<file path="config.mk">
export PLATFORM = sky130hd
export DESIGN_NAME = fp_accumulate
export DESIGN_NICKNAME = d
export VERILOG_FILES = /design/src/rtl/fp_accumulate.sv
export SDC_FILE = /design/constraint.sdc
export NUM_CORES = 1
export LEC_CHECK = 0
export CORE_UTILIZATION = 25
export CTS_CLUSTER_DIAMETER = 60
export CTS_CLUSTER_SIZE = 10
export DETAILED_ROUTE_END_ITERATION = 8
export PLACE_DENSITY = 0.43
export SETUP_SLACK_MARGIN = 0.05
export SYNTH_ARGS = -nofsm -noshare
export SYNTH_HDL_FRONTEND = slang
export SYNTH_SLANG_ARGS = --single-unit
</file>
<file path="constraint.sdc">
create_clock -name clk -period 14.8 [get_ports clk]
set_clock_uncertainty 0.2 [all_clocks]
set_input_delay 3.7 -clock clk [delete_from_list [all_inputs] [get_ports clk]]
set_output_delay 3.7 -clock clk [all_outputs]
set_load 0.005 [all_outputs]
</file>
<file path="src/rtl/fp_accumulate.sv">
// fp_accumulate: single-precision running-sum accumulator.
// Each accepted operand makes one pass through ALIGN -> ADD -> NORM -> ROUND,
// so a new operand can be taken every 5 cycles. Operands with a zero
// exponent (zeros, denormals) count as +0. Inf and NaN get no special treatment.
// The datapath is 27 bits wide: {hidden 1, 23-bit fraction, guard, round, sticky}.

module fp_accumulate #(
    parameter int CNT_W = 16
) (
    input  logic             clk,
    input  logic             rst_n,
    input  logic             clear,
    input  logic             in_valid,
    output logic             in_ready,
    input  logic [31:0]      in_data,
    output logic [31:0]      acc_out,
    output logic             out_valid,
    output logic             overflow,
    output logic             underflow,
    output logic [CNT_W-1:0] term_cnt
);

    typedef enum logic [2:0] {
        S_IDLE,
        S_ALIGN,
        S_ADD,
        S_NORM,
        S_ROUND
    } state_t;

    state_t state, state_nxt;
    logic   transfer;

    // Operand latched on transfer; later changes on in_data are ignored.
    logic [31:0] op_b;

    // ALIGN results: A is the operand with the larger magnitude.
    logic        a_sign;
    logic [7:0]  a_exp;
    logic [26:0] a_mant;
    logic [26:0] b_mant;
    logic        eff_sub;

    // ADD result, including the carry-out bit.
    logic [27:0] sum;
    logic [27:0] sum_nxt;

    // NORM results.
    logic              n_sign;
    logic signed [9:0] n_exp;
    logic [26:0]       n_mant;
    logic              n_zero;

    // Combinational signals for the alignment stage.
    logic        x_zero, y_zero, x_sign, y_sign, swap;
    logic [30:0] x_mag, y_mag;
    logic [26:0] x_mant, y_mant;
    logic        big_sign, small_sign;
    logic [7:0]  big_exp, small_exp, exp_diff;
    logic [26:0] big_mant, small_mant, shifted, b_aligned;
    logic        lost;

    // Combinational signals for the normalisation stage.
    logic [4:0]        lz;
    logic [26:0]       norm_mant;
    logic signed [9:0] norm_exp;

    // Combinational signals for the rounding stage.
    logic              round_up;
    logic [24:0]       rnd_sum;
    logic [22:0]       rnd_frac;
    logic signed [9:0] rnd_exp;
    logic [31:0]       rnd_result;
    logic              rnd_ovf, rnd_unf;

    // Returns the leading-zero count of a 27-bit value (27 when the value is all zeros).
    function automatic logic [4:0] clz27(input logic [26:0] v);
        logic [4:0] n;
        logic       found;
        n     = 5'd27;
        found = 1'b0;
        for (int i = 26; i >= 0; i--) begin
            if (!found && v[i]) begin
                n     = 5'(26 - i);
                found = 1'b1;
            end
        end
        return n;
    endfunction

    // Next-state and handshake decode.
    always_comb begin
        // NOTE: every always_comb output gets a default first, so no path can infer a latch.
        state_nxt = state;
        in_ready  = 1'b0;
        transfer  = 1'b0;
        case (state)
            S_IDLE: begin
                in_ready = 1'b1;
                if (!clear && in_valid) begin
                    transfer  = 1'b1;
                    state_nxt = S_ALIGN;
                end
            end
            S_ALIGN: state_nxt = S_ADD;
            S_ADD:   state_nxt = S_NORM;
            S_NORM:  state_nxt = S_ROUND;
            S_ROUND: state_nxt = S_IDLE;
            default: state_nxt = S_IDLE;
        endcase
    end

    // State register.
    always_ff @(posedge clk or negedge rst_n) begin
        // NOTE: registers use non-blocking assignments, so every flop samples the values from before the clock edge.
        if (!rst_n) begin
            state <= S_IDLE;
        end else begin
            state <= state_nxt;
        end
    end

    // Align: order the running sum and the operand by magnitude, then shift the smaller one right into the GRS datapath.
    always_comb begin
        x_zero = (acc_out[30:23] == 8'd0);
        y_zero = (op_b[30:23] == 8'd0);
        x_mag  = x_zero ? 31'd0 : acc_out[30:0];
        y_mag  = y_zero ? 31'd0 : op_b[30:0];
        x_mant = x_zero ? 27'd0 : {1'b1, acc_out[22:0], 3'b000};
        y_mant = y_zero ? 27'd0 : {1'b1, op_b[22:0], 3'b000};
        x_sign = acc_out[31] & ~x_zero;
        y_sign = op_b[31] & ~y_zero;
        swap   = (y_mag > x_mag);

        if (swap) begin
            big_sign   = y_sign;
            big_exp    = op_b[30:23];
            big_mant   = y_mant;
            small_sign = x_sign;
            small_exp  = acc_out[30:23];
            small_mant = x_mant;
        end else begin
            big_sign   = x_sign;
            big_exp    = acc_out[30:23];
            big_mant   = x_mant;
            small_sign = y_sign;
            small_exp  = op_b[30:23];
            small_mant = y_mant;
        end

        // A zero small operand has exponent 0 and mantissa 0, so the shift amount does not matter.
        exp_diff = big_exp - small_exp;
        if (exp_diff >= 8'd27) begin
            shifted = 27'd0;
            lost    = |small_mant;
        end else begin
            shifted = small_mant >> exp_diff;
            lost    = |(small_mant & ~({27{1'b1}} << exp_diff));
        end
        b_aligned = {shifted[26:1], shifted[0] | lost};
    end

    // Add: A is never smaller than B, so the difference cannot go negative.
    assign sum_nxt = eff_sub ? ({1'b0, a_mant} - {1'b0, b_mant})
                             : ({1'b0, a_mant} + {1'b0, b_mant});

    // Normalise: on a carry, shift right by one and fold the lost bit into sticky; otherwise shift left by the leading-zero count.
    always_comb begin
        lz = clz27(sum[26:0]);
        if (sum[27]) begin
            norm_mant = {sum[27:2], sum[1] | sum[0]};
            norm_exp  = $signed({2'b00, a_exp}) + 10'sd1;
        end else begin
            norm_mant = sum[26:0] << lz;
            norm_exp  = $signed({2'b00, a_exp}) - $signed({5'b00000, lz});
        end
    end

    // Round to nearest even, then saturate on overflow or flush to +0 on underflow.
    always_comb begin
        round_up = n_mant[2] & (n_mant[1] | n_mant[0] | n_mant[3]);
        rnd_sum  = {1'b0, n_mant[26:3]} + {24'd0, round_up};
        if (rnd_sum[24]) begin
            rnd_frac = rnd_sum[23:1];
            rnd_exp  = n_exp + 10'sd1;
        end else begin
            rnd_frac = rnd_sum[22:0];
            rnd_exp  = n_exp;
        end

        rnd_ovf    = 1'b0;
        rnd_unf    = 1'b0;
        rnd_result = 32'd0;
        if (n_zero) begin
            rnd_result = 32'd0;
        end else if (rnd_exp > 10'sd254) begin
            rnd_ovf    = 1'b1;
            rnd_result = {n_sign, 8'hFE, 23'h7FFFFF};
        end else if (rnd_exp < 10'sd1) begin
            rnd_unf    = 1'b1;
            rnd_result = 32'd0;
        end else begin
            rnd_result = {n_sign, rnd_exp[7:0], rnd_frac};
        end
    end

    // Stage registers and the architectural outputs, each loaded in its own FSM state.
    always_ff @(posedge clk or negedge rst_n) begin
        if (!rst_n) begin
            op_b      <= 32'd0;
            a_sign    <= 1'b0;
            a_exp     <= 8'd0;
            a_mant    <= 27'd0;
            b_mant    <= 27'd0;
            eff_sub   <= 1'b0;
            sum       <= 28'd0;
            n_sign    <= 1'b0;
            n_exp     <= 10'sd0;
            n_mant    <= 27'd0;
            n_zero    <= 1'b1;
            acc_out   <= 32'd0;
            out_valid <= 1'b0;
            overflow  <= 1'b0;
            underflow <= 1'b0;
            term_cnt  <= '0;
        end else begin
            out_valid <= 1'b0;
            case (state)
                S_IDLE: begin
                    if (clear) begin
                        acc_out   <= 32'd0;
                        overflow  <= 1'b0;
                        underflow <= 1'b0;
                        term_cnt  <= '0;
                    end else if (transfer) begin
                        op_b <= in_data;
                        if (term_cnt != {CNT_W{1'b1}}) begin
                            term_cnt <= term_cnt + CNT_W'(1);
                        end
                    end
                end
                S_ALIGN: begin
                    a_sign  <= big_sign;
                    a_exp   <= big_exp;
                    a_mant  <= big_mant;
                    b_mant  <= b_aligned;
                    eff_sub <= big_sign ^ small_sign;
                end
                S_ADD: begin
                    sum <= sum_nxt;
                end
                S_NORM: begin
                    n_sign <= a_sign;
                    n_exp  <= norm_exp;
                    n_mant <= norm_mant;
                    n_zero <= (sum == 28'd0);
                end
                S_ROUND: begin
                    acc_out   <= rnd_result;
                    out_valid <= 1'b1;
                    overflow  <= overflow | rnd_ovf;
                    underflow <= underflow | rnd_unf;
                end
                default: ;
            endcase
        end
    end

endmodule
</file>
==> results_dict.tcl <==
set metrics [dict create \
    status "finished, final reports clean" \
    maxCapViolCount 0 \
    synth-compound-area-share 0.2230 \
    synth_edf_count 0 \
    row_count 96 \
    crit_top_cell "nor2_1" \
    synth_simple_gate_area_share 0.2122 \
    post-route-period-util 0.5502 \
    syn-num-nets 2250 \
    clk_latency_ps 600 \
    die-area_um2 70640 \
    grt.overflow.total 0 \
    holdWs_ps 285.9 \
    worst_slack_ps 6657 \
    groute.usage.overall 0.1856 \
    avgSynthCellArea_um2 8.103 \
    dpl.hpwl_um 50640 \
    synth_mux_area_frac 0.1026 \
    die_h_um 265.8 \
    antenna_cells 0 \
    rrSetupSlack_ps 6660 \
    drive_gt1_frac 0.08302 \
    setup_viol 0 \
    synth_seq_cells 214 \
    synthCells 2147 \
    yosysSeqAreaShare 0.3079 \
    ys_warn_count 0 \
    synthArstFlopShare 1.000 \
    synthDistinctLibCells 96 \
    cp-end-kind "register" \
    finalCriticalPeriod_ps 8143 \
    crit_chain "nor4_1, nand2_1, buf_4, and2_0, ha_1, a21oi_1, o21ai_0, a221o_1, or4_1, nand2_2, buf_4, nor2_1, nor2_1, ha_1, clkinv_1, a21o_1, o311ai_0, mux2i_1, and2_1, nor2_1, o32ai_1, o31ai_1, a31oi_1" \
    hp-class "reg2reg" \
    grt_pass1_wl_um 100900 \
    drc 0 \
    io_buffers 87 \
    cp_top_family "simple AND/OR/NAND/NOR gates" \
    cp_num_buf_inv 3 \
    design_area_um2 20040 \
    place_area_um2 19030 \
    ioPinCount 88 \
    cp-start-kind "register" \
    root_buffer "clkbuf_16" \
    layout_commonest_cell "nand2_1" \
    cts_sinks 214 \
    postRouteAntennaNets 0 \
    synth_flop_cell "dfrtp_1" \
    pre_cts_ws_ps 6740 \
    yosys.area_share.adder 0.05265 \
    tritoncts "done" \
    avgRoutedWirePerCell_um 21.65 \
    fin_nets 2242 \
    drv_slew 0 \
    place.gp.congestion 0.9121 \
    synth_xor_area_frac 0.05236 \
    tightest_slew_ps 1313 \
    crit_fanout 53 \
    chipWidth_um 265.8 \
    first_pass_iters 7 \
    cts_hold_buf 0 \
    max_stage_delay_ps 1070 \
    viasPerCell 5.242 \
    clkTransAtPathRegs_ps 60 \
    clk_path_buf_depth 3 \
    cts-buffers-inserted 31 \
    post-cts-setup-buffer-count 0 \
    syn_area_um2 17400 \
    ctsResizeCount 0 \
    hold_violations 0 \
    required_ps 15060 \
    first_iter_violations 1349 \
    grt_pass1_vias 15540 \
    wirelength_um 66850 \
    vias 16180 \
    final_cell_mix "nand2_1 (299), nor2_1 (213), dfrtp_1 (213)" \
    tns_ps 0 \
    critical_path_class "reg2reg" \
    initial_core_util 0.2532 \
    rsz0062_at_grt "no" \
    grt_max_degree 110 \
    core_um2 68710 \
    worstPathArrival_ps 8400 \
    cpMaxStageDelayCell "clkinv_1" \
    antenna_found_initial 4 \
    area_growth_pct 15.20 \
    htree_levels 1 \
    synth_top_family_by_area "compound AO/OA/AOI/OAI gates" \
    slew_headroom 0.1212 \
    max_freq_ghz 0.1228 \
]
## sequential cells by signal (all words and copies together) (netlist names)
name / flops
acc_out: 32
a_sign: 1
n_zero: 1
a_exp: 8
n_sign: 1
n_mant: 27
term_cnt: 16
eff_sub: 1
sum: 28
b_mant: 27
out_valid: 1
op_b: 32
overflow: 1
a_mant: 24
underflow: 1
n_exp: 10
state: 3
## kinds of logic (layout without fill, tap and decap cells)
kind of cell,Yosys count,after routing
AOI/OAI and AO/OA,599,599
xor gates and xnor gates,104,104
adders and majority gates,74,74
buffers and inverters,209,218
DFF,214,214
muxes,155,155
and+or+nand+nor,792,792
## metrics by stage
step / cells / util
after global placement: 3037 / 0.2770
after global routing: 3087 / 0.2917
after floorplan: 2147 / -
after CTS: 3087 / 0.2917
final: 3087 / 0.2917
after detailed placement: 3037 / 0.2770
## cells in the mapped netlist, drive strengths merged (5+ instances only)
cell | count | share of area
nand2 | 302 | 0.065
nor2 | 217 | 0.047
dfrtp | 213 | 0.31
a21oi | 159 | 0.046
o21ai | 158 | 0.046
clkbuf | 107 | 0.023
mux2i | 86 | 0.049
xnor2 | 68 | 0.034
ha | 66 | 0.047
mux2 | 56 | 0.036
inv | 53 | 0.012
nor3 | 52 | 0.015
buf | 45 | 0.014
nand3 | 42 | 0.012
o211ai | 36 | 0.016
xor2 | 36 | 0.018
a31oi | 35 | 0.013
and2 | 33 | 0.012
nor4 | 28 | 0.014
nand4 | 24 | 0.0090
a21o | 20 | 0.0086
o31ai | 20 | 0.0086
a211oi | 19 | 0.0089
a221o | 19 | 0.011
and3 | 17 | 0.0061
nand2b | 17 | 0.0061
mux4 | 13 | 0.017
a21boi | 12 | 0.0052
a221oi | 12 | 0.0060
nor2b | 12 | 0.0043
or4 | 11 | 0.0047
o21a | 10 | 0.0043
o22ai | 10 | 0.0036
o21bai | 9 | 0.0039
a22oi | 8 | 0.0035
or3 | 8 | 0.0029
a22o | 7 | 0.0035
maj3 | 7 | 0.0040
a222oi | 6 | 0.0035
nand3b | 6 | 0.0026
o311ai | 6 | 0.0030
a211o | 5 | 0.0025
and4 | 5 | 0.0025
nor3b | 5 | 0.0022
## area by class of cell
| type | count | area (um2) |
|---|---|---|
| Clock buffer | 37 | 808.3 |
| Fill cell | 7443 | 48670 |
| Inverter | 57 | 216.5 |
| Sequential cell | 214 | 5356 |
| Tap cell | 931 | 1165 |
| Timing Repair Buffer | 111 | 1069 |
| Clock inverter | 13 | 201.4 |
| Multi-Input combinational cell | 1724 | 11220 |
## worst min-delay path, cell delays in order, from the launching register on
cell and delay [ps]:
dfrtp_1 340, nand2_1 60, nand2_1 60
## worst paths after layout
| kind | startpoint | end | cells past startpoint |
|---|---|---|---|
| worst max-delay path | op_b[25]$_DFFE_PN0P_ | b_mant[0]$_DFFE_PN0P_ | 23 |
| worst min-delay path | overflow$_DFFE_PN0P_ | overflow$_DFFE_PN0P_ | 2 |
| worst max register to register | op_b[25]$_DFFE_PN0P_ | b_mant[0]$_DFFE_PN0P_ | 23 |
| worst min register to register | overflow$_DFFE_PN0P_ | overflow$_DFFE_PN0P_ | 2 |
| max in group asynchronous | rst_n | n_mant[14]$_DFFE_PN0P_ | 2 |
| min in group asynchronous | rst_n | op_b[6]$_DFFE_PN0P_ | 1 |
## routing by layer
| layer | part of all wire | vias up | wire length [um] | global-route usage |
|---|---|---|---|---|
| met5 | 0 | - | 0 | 0 |
| met4 | 0.019 | 0 | 1279 | 0.04209 |
| met3 | 0.054 | 83 | 3627 | 0.02292 |
| met2 | 0.44 | 494 | 29550 | 0.2891 |
| met1 | 0.48 | 7843 | 32390 | 0.2710 |
| li1 | - | 7763 | - | - |
Power is left out: the tool's default activity adds up to more than one toggle a clock period on the data nets, which glitch-free logic cannot reach.
